`src/rtl/div_unit.sv`:
```
// Iterative radix-2 restoring divider for RV32M div/divu/rem/remu.
// One quotient bit per cycle. Divide-by-zero and signed overflow short-cut
// straight to DONE. Outputs are registered.
module div_unit #(
    parameter int unsigned XLEN = 32
) (
    input  logic            clk,
    input  logic            rst_n,
    input  logic            start,
    input  logic [1:0]      control,
    input  logic [XLEN-1:0] a,
    input  logic [XLEN-1:0] b,
    input  logic            kill,
    output logic            busy,
    output logic            done,
    output logic [XLEN-1:0] result
);

    localparam int unsigned     CntW   = $clog2(XLEN);
    localparam logic [XLEN-1:0] MinVal = {1'b1, {(XLEN-1){1'b0}}};
    localparam logic [CntW-1:0] LastIt = CntW'(XLEN - 1);

    typedef enum logic [1:0] {StIdle, StRun, StFix, StDone} state_e;

    state_e            state_q;
    logic [1:0]        op_q;
    logic              sign_a_q, sign_b_q;
    logic [XLEN-1:0]   rem_q;
    logic [XLEN-1:0]   quo_q;
    logic [XLEN-1:0]   dvsr_q;
    logic [CntW-1:0]   cnt_q;
    logic              busy_q, done_q;
    logic [XLEN-1:0]   result_q;

    logic              signed_op;
    logic              div_zero, ovf;
    logic [XLEN-1:0]   a_mag, b_mag, short_res;
    logic [XLEN:0]     rem_shift, diff;
    logic              ge;
    logic [XLEN-1:0]   rem_next, quo_next;
    logic [XLEN-1:0]   quo_fix, rem_fix, fix_res;

    // Request decode: operand magnitudes and short-cut detection.
    always_comb begin
        signed_op = ~control[0];
        a_mag     = (signed_op && a[XLEN-1]) ? -a : a;
        b_mag     = (signed_op && b[XLEN-1]) ? -b : b;
        div_zero  = (b == '0);
        ovf       = signed_op && (a == MinVal) && (b == '1);
        if (div_zero) begin
            short_res = control[1] ? a : '1;
        end else begin
            short_res = control[1] ? '0 : MinVal;
        end
    end

    // One restoring step. rem_q < dvsr_q holds between steps, so the shifted
    // value stays below dvsr + 2^XLEN and diff's MSB is a valid borrow flag.
    always_comb begin
        rem_shift = {rem_q, quo_q[XLEN-1]};
        diff      = rem_shift - {1'b0, dvsr_q};
        ge        = ~diff[XLEN];
        rem_next  = ge ? diff[XLEN-1:0] : rem_shift[XLEN-1:0];
        quo_next  = {quo_q[XLEN-2:0], ge};
    end

    // Sign correction and quotient/remainder select for the FIX cycle.
    always_comb begin
        quo_fix = (~op_q[0] && (sign_a_q ^ sign_b_q)) ? -quo_q : quo_q;
        rem_fix = (~op_q[0] && sign_a_q) ? -rem_q : rem_q;
        fix_res = op_q[1] ? rem_fix : quo_fix;
    end

    // Control FSM with datapath registers and registered outputs.
    always_ff @(posedge clk or negedge rst_n) begin
        if (!rst_n) begin
            state_q  <= StIdle;
            op_q     <= '0;
            sign_a_q <= 1'b0;
            sign_b_q <= 1'b0;
            rem_q    <= '0;
            quo_q    <= '0;
            dvsr_q   <= '0;
            cnt_q    <= '0;
            busy_q   <= 1'b0;
            done_q   <= 1'b0;
            result_q <= '0;
        end else begin
            case (state_q)
                StIdle: begin
                    done_q <= 1'b0;
                    // kill wins over a same-cycle start
                    if (start && !kill) begin
                        op_q     <= control;
                        sign_a_q <= signed_op & a[XLEN-1];
                        sign_b_q <= signed_op & b[XLEN-1];
                        busy_q   <= 1'b1;
                        if (div_zero || ovf) begin
                            result_q <= short_res;
                            done_q   <= 1'b1;
                            state_q  <= StDone;
                        end else begin
                            rem_q   <= '0;
                            quo_q   <= a_mag;
                            dvsr_q  <= b_mag;
                            cnt_q   <= '0;
                            state_q <= StRun;
                        end
                    end
                end
                StRun: begin
                    if (kill) begin
                        busy_q  <= 1'b0;
                        state_q <= StIdle;
                    end else begin
                        rem_q <= rem_next;
                        quo_q <= quo_next;
                        cnt_q <= cnt_q + 1'b1;
                        if (cnt_q == LastIt) begin
                            state_q <= StFix;
                        end
                    end
                end
                StFix: begin
                    if (kill) begin
                        busy_q  <= 1'b0;
                        state_q <= StIdle;
                    end else begin
                        result_q <= fix_res;
                        done_q   <= 1'b1;
                        state_q  <= StDone;
                    end
                end
                StDone: begin
                    busy_q  <= 1'b0;
                    done_q  <= 1'b0;
                    state_q <= StIdle;
                end
                default: begin
                    busy_q  <= 1'b0;
                    done_q  <= 1'b0;
                    state_q <= StIdle;
                end
            endcase
        end
    end

    assign busy   = busy_q;
    assign done   = done_q;
    assign result = result_q;

endmodule

```
`config.mk`:
```
export PLATFORM = sky130hd
export DESIGN_NAME = div_unit
export DESIGN_NICKNAME = d
export VERILOG_FILES = /design/src/rtl/div_unit.sv
export SDC_FILE = /design/constraint.sdc
export NUM_CORES = 1
export LEC_CHECK = 0
export ABC_CLOCK_PERIOD_IN_PS = 5550
export CAP_MARGIN = 25
export CORE_MARGIN = 3
export CORE_UTILIZATION = 35
export CTS_CLUSTER_SIZE = 24
export DETAILED_ROUTE_END_ITERATION = 8
export GPL_ROUTABILITY_DRIVEN = 0
export GPL_TIMING_DRIVEN = 1
export PLACE_DENSITY = 0.52
export SYNTH_ARGS = -nofsm -noshare
export SYNTH_HDL_FRONTEND = slang
export SYNTH_SLANG_ARGS = --single-unit
```
`constraint.sdc`:
```
create_clock -name clk -period 5.55 [get_ports clk]
set_clock_uncertainty 0.05 [all_clocks]
set_input_delay 1.11 -clock clk [delete_from_list [all_inputs] [get_ports clk]]
set_output_delay 1.11 -clock clk [all_outputs]
set_load 0.05 [all_outputs]
```
==> results of run 1 <==
==> cell usage in the layout (no fill, tap or decap), types with 7 or more instances in the layout <==
cell type,instances
nand2_1,151
dfrtp_1,140
nor2_1,138
o21ai_0,102
clkdlybuf4s50_1,102
a21oi_1,93
xor2_1,81
xnor2_1,65
inv_1,55
nand3_1,48
ha_1,44
a31oi_1,39
nor3_1,33
nand2b_1,26
a221o_1,21
o31ai_1,20
o211ai_1,20
buf_4,20
a21o_1,17
clkbuf_16,17
nand4_1,16
or3_1,15
nor2b_1,14
o21ai_1,14
o311ai_0,14
nor4_1,10
o41ai_1,9
o221ai_1,7
==> state kept, by name (all words and copies together) (netlist names) <==
name	flops
dvsr_q	32
sign_b_q	1
result	32
busy	1
state_q	2
sign_a_q	1
cnt_q	5
rem_q	32
op_q	2
quo_q	32
done	1
==> routing by layer <==
metal	global-route usage, %	share of wire, %	vias up
li1	-	-	5103
met1	30.0	52	4804
met2	28.7	42	278
met3	2.55	5.7	12
met4	3.27	0.63	0
met5	0	0	-
==> layout make-up <==
type | count | area [um2] | area share (%)
clock buffers | 19 | 453 | 3.46
multi-input cells | 1103 | 7110 | 54.3
clock inverters | 11 | 72.6 | 0.554
repair buffers | 126 | 1230 | 9.41
inverters | 56 | 210 | 1.60
well taps | 396 | 495 | 3.78
flip-flops and latches | 141 | 3530 | 26.9
==> worst paths after layout <==
check	from	to	slack, ps	depth (start not counted)
min reg2reg	cnt_q[4]	cnt_q[4]	430	2
min in group asynchronous	rst_n	result[3]	670	1
max in group asynchronous	rst_n	op_q[1]	3790	2
min	cnt_q[4]	cnt_q[4]	430	2
max	b[0]	result[15]	1080	13
max reg2reg	quo_q[31]	quo_q[0]	1460	13
==> worst register-to-register path, stage by stage, from the launching register on <==
cell	delay [ps]
dfrtp_1	430
inv_1	160
ha_1	270
fa_1	400
and2b_1	250
o2111ai_2	150
a21oi_4	220
a21oi_2	90
a21oi_2	270
nand2_2	140
a221oi_4	450
xor2_1	790
mux2i_1	180
o21ai_0	180
==> cells by family (layout without fill, tap and decap cells) <==
family,after synthesis,in the layout
adder cells (fa/ha/maj),45,45
buffers and inverters,138,212
AO/OA/AOI/OAI,401,401
multiplexers,7,7
XOR/XNOR,147,147
flip-flops,141,141
AND/OR/NAND/NOR,503,503
==> where the power goes <==
part | switching, uW | internal [uW]
clock network | 464 | 587
registers | 449 | 1470
logic | 2910 | 1800
==> metrics by stage <==
stage	utilization (%)	area (um2)	setup WS [ps]	hold slack, ps	instances
3_5_place_dp	40.4	12600	699	419	1821
3_3_place_gp	40.4	12500	773	411	1819
4_1_cts	42.1	13100	1130	433	1851
2_1_floorplan	-	11200	2080	395	1382
5_1_grt	42.2	13100	733	462	1852
6_report	42.2	13100	1080	427	1852
==> impl_metrics.toml, run 1 <==
[worst_setup_path]
worst-path-buf-inv = 3
cpLargestDelayFamily = "simple AND/OR/NAND/NOR gates"
crit_type = "in2reg"
crit_path_start_kind = "input port"
worstPathArrival_ps = 4760
crit_path_end_kind = "register"
critPathRequiredTime_ps = 5840
crit_chain = "clkdlybuf4s50_1, inv_1, ha_1, or3b_1, nor4_2, and3_1, nand4_1, o21ai_2, nand3_1, a21oi_4, buf_12, nor2_1, a31oi_1"
slowest_stage = "a21oi_4"
critPathMaxFanout = 42
cpPeakStageDelay_ps = 550

[synth]
synth_top_family_by_area = "compound AO/OA/AOI/OAI gates"
synthCells = 1382
synth-simple-area-share_pct = 22.0
seq_area_frac_synth_pct = 31.5
synth-xor-area-share_pct = 11.5
yosys_warnings = 0
synthAdderAreaFrac_pct = 5.10
synth_top_area_cell = "dfrtp_1"
synth_edf_count = 0
ys_ff_latch = 141
synthMuxAreaShare_pct = 0.660
synth_most_common_cell = "nand2_1"
ys_top_cells_by_count = "151 x nand2_1, 141 x dfrtp_1, 139 x nor2_1"
synthDistinctLibCells = 82
avgSynthCellArea_um2 = 8.10
synth_top_area_share_pct = 31.5
yosys-top-cells-area = "dfrtp_1 32%, xor2_1 6.3%, xnor2_1 5.2%, nand2_1 5.1%, ha_1 4.9%"
synth-main-ff-cell = "dfrtp_1"
syn-num-nets = 1497
synth_compound_area_share_pct = 23.9
netlist_area_mm2 = 0.0112
async_reset_ff_share_pct = 100

[floorplan]
io_pins = 104
dieWidth_um = 185
initial_utilization_pct = 36.0
die_h_um = 185
core_area_mm2 = 0.0311
fp-row-count = 64
die_area_mm2 = 0.0342

[cts]
clock_sinks = 141
cts_resized = 0
holdBufCountCts = 0
postCtsSetupRepairBufs = 0
path_clk_slew_ps = 60
cts_tree = "yes"
cts_buffers = 17
cts-root-buf = "clkbuf_16"
worstSkewPairLatency_ps = 420
htree_levels = 4
clockBufferDepth = 2

[global_route]
grt_pass1_vias = 9485
grt-ovfl-total = 0
antenna_found_initial = 0
grt_pass1_wl_um = 53100
grt_max_degree = 74
grt_util_all_layers_pct = 19.3

[final_layout]
fin_nets = 1560
area_delta_synth_final_pct = 17.1
diodes = 0
drive_gt1_share_pct = 7.14
fillers = 3201

[detailed_routing]
ant_nets = 0
routedWlPerCell_um = 17.6
drt_iter0_markers = 664
first_pass_iters = 5
drcViolationCount = 0
vias_per_cell = 5.51
vias = 10200
drt_wl_total_um = 32600

[timing]
hold_viol_final = 0
period_share_pct = 80.5
min_period_ps = 4470
tightestPinTransition_ps = 1050
slew_violations = 0
rsz0062_at_grt = "false"
slew-limit-headroom_pct = 30.3
tns_ps = 0
max_freq_mhz = 224
setup_viol = 0

[min_path]
min_path_type = "reg2reg"

[status]
outcome = "complete, no violations"

[pwr]
finalPower_uw = 7690
cellLeakagePower_uw = 0.00535
powerDensity_mw_per_mm2 = 587
vdd.ir_drop.worst_v = 0.000232

[flow_run]
maxCapViolations = 0

[placement]
io_buffers = 103
dpl.hpwl_um = 24300
Note: power is estimated with default switching activity, not from simulation.
==> run 2: changes to the inputs <==
--- a/config.mk
+++ b/config.mk
@@ -5,7 +5,7 @@
 export SDC_FILE = /design/constraint.sdc
 export NUM_CORES = 1
 export LEC_CHECK = 0
-export ABC_CLOCK_PERIOD_IN_PS = 5550
+export ABC_CLOCK_PERIOD_IN_PS = 3900
 export CAP_MARGIN = 25
 export CORE_MARGIN = 3
 export CORE_UTILIZATION = 35
@@ -13,7 +13,7 @@
 export DETAILED_ROUTE_END_ITERATION = 8
 export GPL_ROUTABILITY_DRIVEN = 0
 export GPL_TIMING_DRIVEN = 1
-export PLACE_DENSITY = 0.52
+export PLACE_DENSITY = 0.54
 export SYNTH_ARGS = -nofsm -noshare
 export SYNTH_HDL_FRONTEND = slang
 export SYNTH_SLANG_ARGS = --single-unit
==> constraint.sdc (replaced) <==
create_clock -name clk -period 3.9 [get_ports clk]
set_clock_uncertainty 0.05 [all_clocks]
set_input_delay 0.78 -clock clk [delete_from_list [all_inputs] [get_ports clk]]
set_output_delay 0.78 -clock clk [all_outputs]
set_load 0.05 [all_outputs]
==> run 2 against run 1 <==
  * Via count is 2.7% higher
  * Setup slack worse by 810 ps
  * Utilization grew 2.0 points
  * Clock-buffer cell count rose by 1
  * Sequential share of layout area shrank 1.2 points
  * Wire length grew 1.2%
  * First-iteration DRC count rose by 0.60%
  * Register-to-register slack lost 1200 ps
  * Clock power grew 71%
  * Die area unchanged
  * Power up 49%
==> impl_metrics.toml, run 2 (synthesis results as in run 1) <==
[status]
outcome = "complete, no violations"

[detailed_routing]
vias_per_cell = 5.48
first_pass_iters = 5
drt_iter0_markers = 668
routedWlPerCell_um = 17.3
vias = 10500
drt_wl_total_um = 33000
ant_nets = 0
drcViolationCount = 0

[placement]
place_ws_ps = -92.2
dpl.hpwl_um = 25000
io_buffers = 103
dp_cells = 1879

[min_path]
min_path_type = "in2async"

[worst_setup_path]
critPathRequiredTime_ps = 4140
rrSetupSlack_ps = 270
critPathMaxFanout = 48
r2r_cells = 13
crit_start = "quo_q[31]"
crit_path_start_kind = "register"
crit_path_end_kind = "register"
worstPathArrival_ps = 3870
cp-endpoint = "rem_q[3]"
crit_type = "reg2reg"
timing.rr.end = "rem_q[3]"
reg2reg_from = "quo_q[31]"

[timing]
min_period_ps = 3630
max_freq_mhz = 276
slew_violations = 0
period_share_pct = 93.0
worst_slack_ps = 273
setup_viol = 0
rsz0062_at_grt = "false"
slew-limit-headroom_pct = 32.6
hold_viol_final = 0
tightestPinTransition_ps = 999

[floorplan]
initial_utilization_pct = 36.0
dieWidth_um = 185
fp-row-count = 64
die_area_mm2 = 0.0342
die_h_um = 185
core_area_mm2 = 0.0311
io_pins = 104

[pwr]
cellLeakagePower_uw = 0.00573
vdd.ir_drop.worst_v = 0.000351
powerDensity_mw_per_mm2 = 834

[final_layout]
area_delta_synth_final_pct = 22.8
drive_gt1_share_pct = 10.6
diodes = 0
fillers = 3115
multiInputGateArea_mm2 = 0.00711
regArea_mm2 = 0.00353
final_common_cell = "nand2_1"
fin_nets = 1617
finalNonFillerCells = 1910
layout_common_cells = "151 x nand2_1, 140 x dfrtp_1, 138 x nor2_1, 102 x o21ai_0, 102 x clkdlybuf4s50_1"

[cts]
clock_sinks = 141
cts-root-buf = "clkbuf_16"
postCtsSetupRepairBufs = 0
cts_buffers = 17
holdBufCountCts = 0
htree_levels = 4
clockBufferDepth = 2
cts_resized = 0
worstSkewPairLatency_ps = 420
path_clk_slew_ps = 60
cts_tree = "yes"

[global_route]
grt_pass1_vias = 10000
antenna_found_initial = 0
grt_max_degree = 70
grt-ovfl-total = 0
grt_util_all_layers_pct = 19.5
grt_pass1_wl_um = 54000

[flow_run]
maxCapViolations = 0
==> run 2: cell count changes in the layout (fill, tap and decap cells not counted) <==
cell,change
buf_4,+50
clkinvlp_4,-3
clkbuf_1,+2
clkinv_4,-1
clkdlybuf4s15_2,-1
buf_12,+8
clkbuf_8,-1
clkinv_2,-2
inv_6,+1
bufinv_16,+5
==> run 2: worst min-delay path by stage <==
stage	startpoint	to	slack (ps)	depth (start not counted)
finish	rst_n	result[6]	320	1
global placement	cnt_q[4]	cnt_q[4]	410	2
floorplan	cnt_q[4]	cnt_q[4]	400	2
CTS	rst_n	result[6]	350	1
global route	rst_n	result[6]	390	1
detailed placement	cnt_q[4]	cnt_q[4]	430	2
==> run 2: area by class of cell <==
cell class | count | area share [%]
Sequential cell | 141 | 25.7
Multi-Input combinational cell | 1103 | 51.8
Timing Repair Buffer | 183 | 12.8
Tap cell | 396 | 3.61
Inverter | 56 | 1.53
Clock buffer | 20 | 3.25
Clock inverter | 11 | 1.38
==> run 2: worst max-delay path: stages (launching register included) <==
cell	delay (ps)
dfrtp_1	450
inv_1	120
ha_1	250
fa_1	410
and2b_1	240
o2111ai_2	150
a21oi_4	210
a21oi_2	100
a21oi_2	250
nand2_2	130
a221oi_4	350
xnor2_2	170
buf_12	220
o311ai_0	370
==> run 2: through the flow <==
step                      setup TNS (ps)  utilization [%]  power [uW]  cell area, um2  hold WS, ps
after floorplan                        0                -        7650           11200          395
after global placement             -1270             42.2        9560           13100          408
after detailed placement           -2750             42.2        9670           13100          429
after CTS                              0             44.2       11500           13700          350
after global routing                   0             44.2       12400           13700          389
final                                  0             44.2       11500           13700          324
==> run 2: power by group <==
group	internal (uW)	total [uW]	switching [uW]
Clock	1150	1800	649
Sequential	2100	2780	687
Combinational	2730	6890	4150
Total	5980	11500	5490
==> run 2: routing by layer <==
| metal | vias up | global-route usage, % | wire length, um | share of wire, % |
|---|---|---|---|---|
| met3 | 32 | 2.81 | 1920 | 5.8 |
| met1 | 4908 | 29.4 | 16800 | 51 |
| met5 | - | 0 | 0 | 0 |
| met2 | 311 | 29.4 | 13800 | 42 |
| met4 | 0 | 4.59 | 427 | 1.3 |
| li1 | 5219 | - | - | - |
